File: src/rtl/gpio_mmio_bank.sv
// Memory-mapped GPIO bank: NUM_PORTS 8-bit ports with output/OE, synchronised
// inputs, sticky W1C edge flags and a combined level interrupt on the IO bus.
module gpio_mmio_bank #(
    parameter int unsigned ADDR_WIDTH = 16,
    parameter int unsigned BASE_ADDR  = 'h080,
    parameter int unsigned NUM_PORTS  = 2
) (
    input  logic                    clk,
    input  logic                    rst,
    input  logic [ADDR_WIDTH-1:0]   dmem_addr,
    input  logic                    dmem_wen,
    input  logic                    dmem_byt,
    input  logic [15:0]             dmem_wdata,
    output logic [15:0]             dmem_rdata,
    input  logic [8*NUM_PORTS-1:0]  gpio_in,
    output logic [8*NUM_PORTS-1:0]  gpio_out,
    output logic [8*NUM_PORTS-1:0]  gpio_oe,
    output logic                    irq
);

    localparam int unsigned PW = 8 * NUM_PORTS;
    // BASE_ADDR is 8-byte aligned, so the port index needs only address bits [5:3]
    localparam logic [2:0] BASE_PSEL = 3'(BASE_ADDR >> 3);

    typedef enum logic [1:0] {
        REG_CTRL = 2'd0,
        REG_IN   = 2'd1,
        REG_STAT = 2'd2,
        REG_EDGE = 2'd3
    } reg_e;

    logic [7:0] out_q     [NUM_PORTS];
    logic [7:0] oe_q      [NUM_PORTS];
    logic [7:0] ie_q      [NUM_PORTS];
    logic [7:0] flag_q    [NUM_PORTS];
    logic [7:0] rise_en_q [NUM_PORTS];
    logic [7:0] fall_en_q [NUM_PORTS];

    logic [PW-1:0] sync1_q, sync2_q, prev_q;
    logic [PW-1:0] rise, fall;

    logic                 in_win;
    logic [2:0]           port_sel;
    reg_e                 reg_sel;
    logic [NUM_PORTS-1:0] port_hit;
    logic                 wr_lo, wr_hi;
    logic [7:0]           lo_data, hi_data;
    logic [7:0]           set_v [NUM_PORTS];
    logic [7:0]           clr_v [NUM_PORTS];
    logic [15:0]          rd_word;
    logic                 irq_next;

    always_comb begin
        in_win   = (32'(dmem_addr) >= BASE_ADDR) &&
                   (32'(dmem_addr) <  BASE_ADDR + 8 * NUM_PORTS);
        port_sel = dmem_addr[5:3] - BASE_PSEL;
        reg_sel  = reg_e'(dmem_addr[2:1]);
        port_hit = '0;
        for (int unsigned i = 0; i < NUM_PORTS; i++) begin
            port_hit[i] = in_win && (32'(port_sel) == i);
        end
        // Word access writes both bytes; byte access steers wdata[7:0] by addr[0]
        wr_lo   = dmem_wen && (!dmem_byt || !dmem_addr[0]);
        wr_hi   = dmem_wen && (!dmem_byt ||  dmem_addr[0]);
        lo_data = dmem_wdata[7:0];
        hi_data = dmem_byt ? dmem_wdata[7:0] : dmem_wdata[15:8];
    end

    always_comb begin
        rise = sync2_q & ~prev_q;
        fall = ~sync2_q & prev_q;
        for (int unsigned i = 0; i < NUM_PORTS; i++) begin
            set_v[i] = (rise[8*i +: 8] & rise_en_q[i]) | (fall[8*i +: 8] & fall_en_q[i]);
            clr_v[i] = (port_hit[i] && wr_lo && reg_sel == REG_STAT) ? lo_data : '0;
        end
    end

    always_comb begin
        rd_word  = '0;
        irq_next = 1'b0;
        for (int unsigned i = 0; i < NUM_PORTS; i++) begin
            irq_next = irq_next | (|(flag_q[i] & ie_q[i]));
            if (port_hit[i]) begin
                case (reg_sel)
                    REG_CTRL: rd_word = {oe_q[i], out_q[i]};
                    REG_IN:   rd_word = {8'h00, sync2_q[8*i +: 8]};
                    REG_STAT: rd_word = {ie_q[i], flag_q[i]};
                    REG_EDGE: rd_word = {fall_en_q[i], rise_en_q[i]};
                    default:  rd_word = '0;
                endcase
            end
        end
    end

    always_ff @(posedge clk) begin
        if (rst) begin
            sync1_q    <= '0;
            sync2_q    <= '0;
            prev_q     <= '0;
            dmem_rdata <= '0;
            irq        <= 1'b0;
            for (int unsigned i = 0; i < NUM_PORTS; i++) begin
                out_q[i]     <= '0;
                oe_q[i]      <= '0;
                ie_q[i]      <= '0;
                flag_q[i]    <= '0;
                rise_en_q[i] <= '0;
                fall_en_q[i] <= '0;
            end
        end else begin
            sync1_q    <= gpio_in;
            sync2_q    <= sync1_q;
            prev_q     <= sync2_q;
            dmem_rdata <= rd_word;
            irq        <= irq_next;
            for (int unsigned i = 0; i < NUM_PORTS; i++) begin
                // A same-cycle edge beats a W1C clear of the same bit
                flag_q[i] <= (flag_q[i] & ~clr_v[i]) | set_v[i];
                if (port_hit[i] && wr_lo) begin
                    case (reg_sel)
                        REG_CTRL: out_q[i]     <= lo_data;
                        REG_EDGE: rise_en_q[i] <= lo_data;
                        default: ;
                    endcase
                end
                if (port_hit[i] && wr_hi) begin
                    case (reg_sel)
                        REG_CTRL: oe_q[i]      <= hi_data;
                        REG_STAT: ie_q[i]      <= hi_data;
                        REG_EDGE: fall_en_q[i] <= hi_data;
                        default: ;
                    endcase
                end
            end
        end
    end

    always_comb begin
        gpio_out = '0;
        gpio_oe  = '0;
        for (int unsigned i = 0; i < NUM_PORTS; i++) begin
            gpio_out[8*i +: 8] = out_q[i];
            gpio_oe[8*i +: 8]  = oe_q[i];
        end
    end

endmodule

File: config.mk
export PLATFORM = sky130hd
export DESIGN_NAME = gpio_mmio_bank
export DESIGN_NICKNAME = d
export VERILOG_FILES = /design/src/rtl/gpio_mmio_bank.sv
export SDC_FILE = /design/constraint.sdc
export NUM_CORES = 1
export LEC_CHECK = 0
export ABC_AREA = 1
export CORE_ASPECT_RATIO = 1.5
export CORE_MARGIN = 4
export CORE_UTILIZATION = 55
export DETAILED_ROUTE_END_ITERATION = 10
export PLACE_DENSITY = 0.81
export SYNTH_ARGS = -nofsm -noshare
export SYNTH_HDL_FRONTEND = slang
export SYNTH_SLANG_ARGS = --single-unit
export TNS_END_PERCENT = 30
File: constraint.sdc
create_clock -name clk -period 4.7 [get_ports clk]
set_input_delay 0.94 -clock clk [delete_from_list [all_inputs] [get_ports clk]]
set_output_delay 0.94 -clock clk [all_outputs]
set_load 0.01 [all_outputs]
# Word level (Yosys, flattened, before mapping)
# Memories as Yosys holds them, arrays and structs flattened.
# Index checks and enable logic that the tools add are counted.
# totals
regBits	65
mem_bits_rw	96
in_bits	52
n_memories	6
wordCells	122
# classes
n_mux	55
n_eq_ne	4
order_cmp	2
n_bitwise	31
reduce_logical	19
# memory_table
memory	depth	width	rd	rd_clocked_by_memory_dff	wr	line	source
fall_en_q	2	8	2	0	2	37	logic [7:0] fall_en_q [NUM_PORTS];
flag_q	2	8	2	0	2	35	logic [7:0] flag_q [NUM_PORTS];
ie_q	2	8	2	0	2	34	logic [7:0] ie_q [NUM_PORTS];
oe_q	2	8	2	0	2	33	logic [7:0] oe_q [NUM_PORTS];
out_q	2	8	2	0	2	32	logic [7:0] out_q [NUM_PORTS];
rise_en_q	2	8	2	0	2	36	logic [7:0] rise_en_q [NUM_PORTS];
# op_table
operator	count
16-bit one-hot mux with 4 select lines	2
8-bit two-way mux	15
8-bit bitwise AND	8
1-bit two-way mux	36
16-bit bitwise AND	2
16-bit two-way mux	2
16-bit inverter	2
8-bit OR	4
16-bit by 8-bit >= comparator with 1-bit output (second input constant)	1
16-bit by 8-bit < comparator with 1-bit output (second input constant)	1
8-bit inverter	2
8-bit OR reduction	2
1-bit OR	13
1-bit logical AND	11
2-bit equality test (second input constant)	2
3-bit by 1-bit equality test with 1-bit output (second input constant)	1
3-bit zero test	1
2-bit by 1-bit equality test with 1-bit output (second input constant)	1
1-bit zero test	2
2-bit zero test	1
1-bit logical OR	2

# Logic depth before layout (Yosys ltp)
# depth
word_depth	10
depth_mapped	10
ltp_nobuf	9

# Worst setup path before layout
# Ideal clock, no wire load.
# synth_timing
path_type	input to register
start	input dmem_addr[9]
end	memory fall_en_q[1][2], in the netlist fall_en_q[0][10], enable pin
required_time_ps	4326
slack_ps	2203
arrival_ps	2123
path_stages	6
cell_sequence	or2_4 nor2_8 nand3_4 inv_2 nand2_4 o21ai_1
# synth_lines
item	line	source
from (decl)	10	input logic [ADDR_WIDTH-1:0] dmem_addr,
to (decl)	37	

==> summary.txt <==
Setup path
  • CP Data Required Time: 4740 ps
  • Crit path DAT: around 3100 ps
  • Critical path capture point type: flop
  • Startpoint types: input port
  • Crit-path max FO: 18
  • Kind of critical path: in -> reg

Power
  • Peak VDD IR: 237 uV
  • Power per Cell Area: a little under 400 nW/um^2
  • LEAKAGE: around 3.2 nW

STA
  • Final Skew: 8.07 ps
  • Worst rel slew slack: 24.2%
  • Worst slew pin tran: 1130 ps
  • Final setup violation count: 0
  • Fin. Hold Viols: 0
  • Pins Over Slew Limit: 0
  • Crit path time final: 3000 ps
  • Fmax: 0.333 GHz
  • Period utilization: 63.9%
  • Worst hold slack: 405 ps
  • RSZ-0062 raised after global routing: false
  • Total negative slack: 0 ps

Die
  • Die height: 142 um
  • Std cell rows: 48
  • Io pins: 101
  • Die Wd: around 97 um
  • Initial Util: 56.4%
  • Core area: about 12000 sq um
  • Die area: 13700 sq um

Global routing
  • Initial antenna violation count: 0
  • Total GRT Usage: 26.2%
  • First-pass GRT wire length: 27400 um
  • Pin count of the biggest net entering global routing: 82
  • Vias in the first global route: 5348
  • Congestion Overflow GR: 0

Placed design
  • Post-DP Area: 7620 sq um
  • I/O Buffers: 100
  • DP Wirelength: 13300 um
  • GP Congestion: 0.909
  • Placed Cells: 925

Clock network
  • Post-CTS resize count: 0
  • Clock transition at path regs: 60 ps
  • Worst-Skew Late Latency: 420 ps
  • CTS tree: built
  • Root Buffer: clkbuf_16
  • H-tree depth: 4
  • TritonCTS Buffers: 17
  • Setup repair bufs after CTS: 0
  • # hold bufs at CTS: 0
  • Clock Sinks: approximately 160
  • CTS Buffer Depth: 2

Routing
  • 1st-pass router iterations: 6
  • Final antenna-violating net count: 0
  • WL final: about 18000 um
  • DRT iter0 DRCs: approximately 350
  • Routed vias: 5273
  • WL/cell: 18.5 um
  • DR DRC count: 0
  • Vias/cell: between 5 and 6

Yosys
  • Post-synth top area cell: edfxtp_1
  • Synth area leaders: edfxtp_1 37%, dfxtp_1 25%, nand2_1 7.6%
  • Post-synthesis sequential area ratio: 61.6%
  • Syn_area_per_cell: between 9 and 10 sq um
  • Unique cell type count in the Yosys netlist: 32
  • Post-Synthesis Cell Area: 6540 sq um
  • Ys Warns: 0
  • Flops & latches, synth: 161
  • Post-synth top area share: 36.7%
  • Mapped Cells: about 700
  • Post-Syn Nets: 749

Layout
  • Final layout net count: 846
  • Post-route cell area: roughly 8200 sq um
  • Commonest non-fill, non-tap cell in the layout: nand2_1
  • Area delta synth->final: 25.7%
  • Fin cells: 957
  • Commonest non-fill, non-tap cells in the layout: 132 x nand2_1, 116 x nor2_1, 99 x clkdlybuf4s50_1
  • Layout cells sized above 1: under 10%
  • ANT cells: 0

Outcome
  • Status: completed

Flow run
  • Max-cap violations: 0

Hold path
  • Worst hold path class: reg -> reg
==> layer usage <==
metal  GRT usage [%]  share of wire [%]  vias up
met5               0                  0        -
met4            12.8                3.9        0
met3            5.31                6.7       40
met2            49.5                 55      247
li1                -                  -     2489
met1            27.3                 35     2497
==> synthesized netlist by cell type, drive strengths merged <==
master     n
nand2    138
nor2     123
inv       85
dfxtp     81
edfxtp    80
a21oi     53
nand3     42
o21ai     29
a31oi     16
buf       12
clkbuf    11
nor3      11
nor3b      5
a22o       4
o211ai     2
a221oi     1
nand3b     1
o2111ai    1
o22ai      1
or2        1
==> cell type report <==
cell class,instances,area [sq um]
fillers,845,3370
clock inverters,11,85.1
flip-flops and latches,161,4020
clock buffers,21,514
well taps,150,188
inverters,85,324
multi-input cells,428,2080
repair buffers,101,1000
==> path summary, 6_finish.rpt <==
path              slack (ps)       endpoint  cells after the start       startpoint
setup reg to reg        3450  dmem_rdata[0]                      6  rise_en_q[0][0]
hold / removal           400     sync2_q[1]                      2       sync1_q[1]
setup / recovery        1700   out_q[0][11]                      6         dmem_byt
hold reg to reg          400     sync2_q[1]                      2       sync1_q[1]
==> worst max-delay path, cell delays in order <==
cell,delay [ps]
clkdlybuf4s50_1,700
a21oi_1,300
inv_2,100
nor2_4,240
inv_2,90
o21ai_1,660
==> cell families (layout without fill, tap and decap cells) <==
logic type,after synthesis,in the layout,synth area share [%]
AND/OR/NAND/NOR,321,321,22.8
flip-flops,161,161,61.6
buffers and inverters,108,218,6.66
AO/OA/AOI/OAI,107,107,9.00
==> report_power, final <==
| part | internal, mW | leakage (nW) | switching (mW) | total [mW] |
|---|---|---|---|---|
| logic | 0.102 | 1.46 | 0.140 | 0.242 |
| registers | 1.53 | 1.42 | 0.0407 | 1.57 |
| clock network | 0.795 | 0.304 | 0.577 | 1.37 |
==> metrics by stage <==
step / power, mW / util [%] / setup slack (ps)
after floorplan: 1.71 / - / 2200
after global placement: 1.83 / 65.7 / 1430
after detailed placement: 1.84 / 65.7 / 1290
after CTS: 3.19 / 70.9 / 1720
after global routing: 3.29 / 70.9 / 1540
final: 3.19 / 70.9 / 1700
No activity file was read; power rests on OpenSTA's default activity.
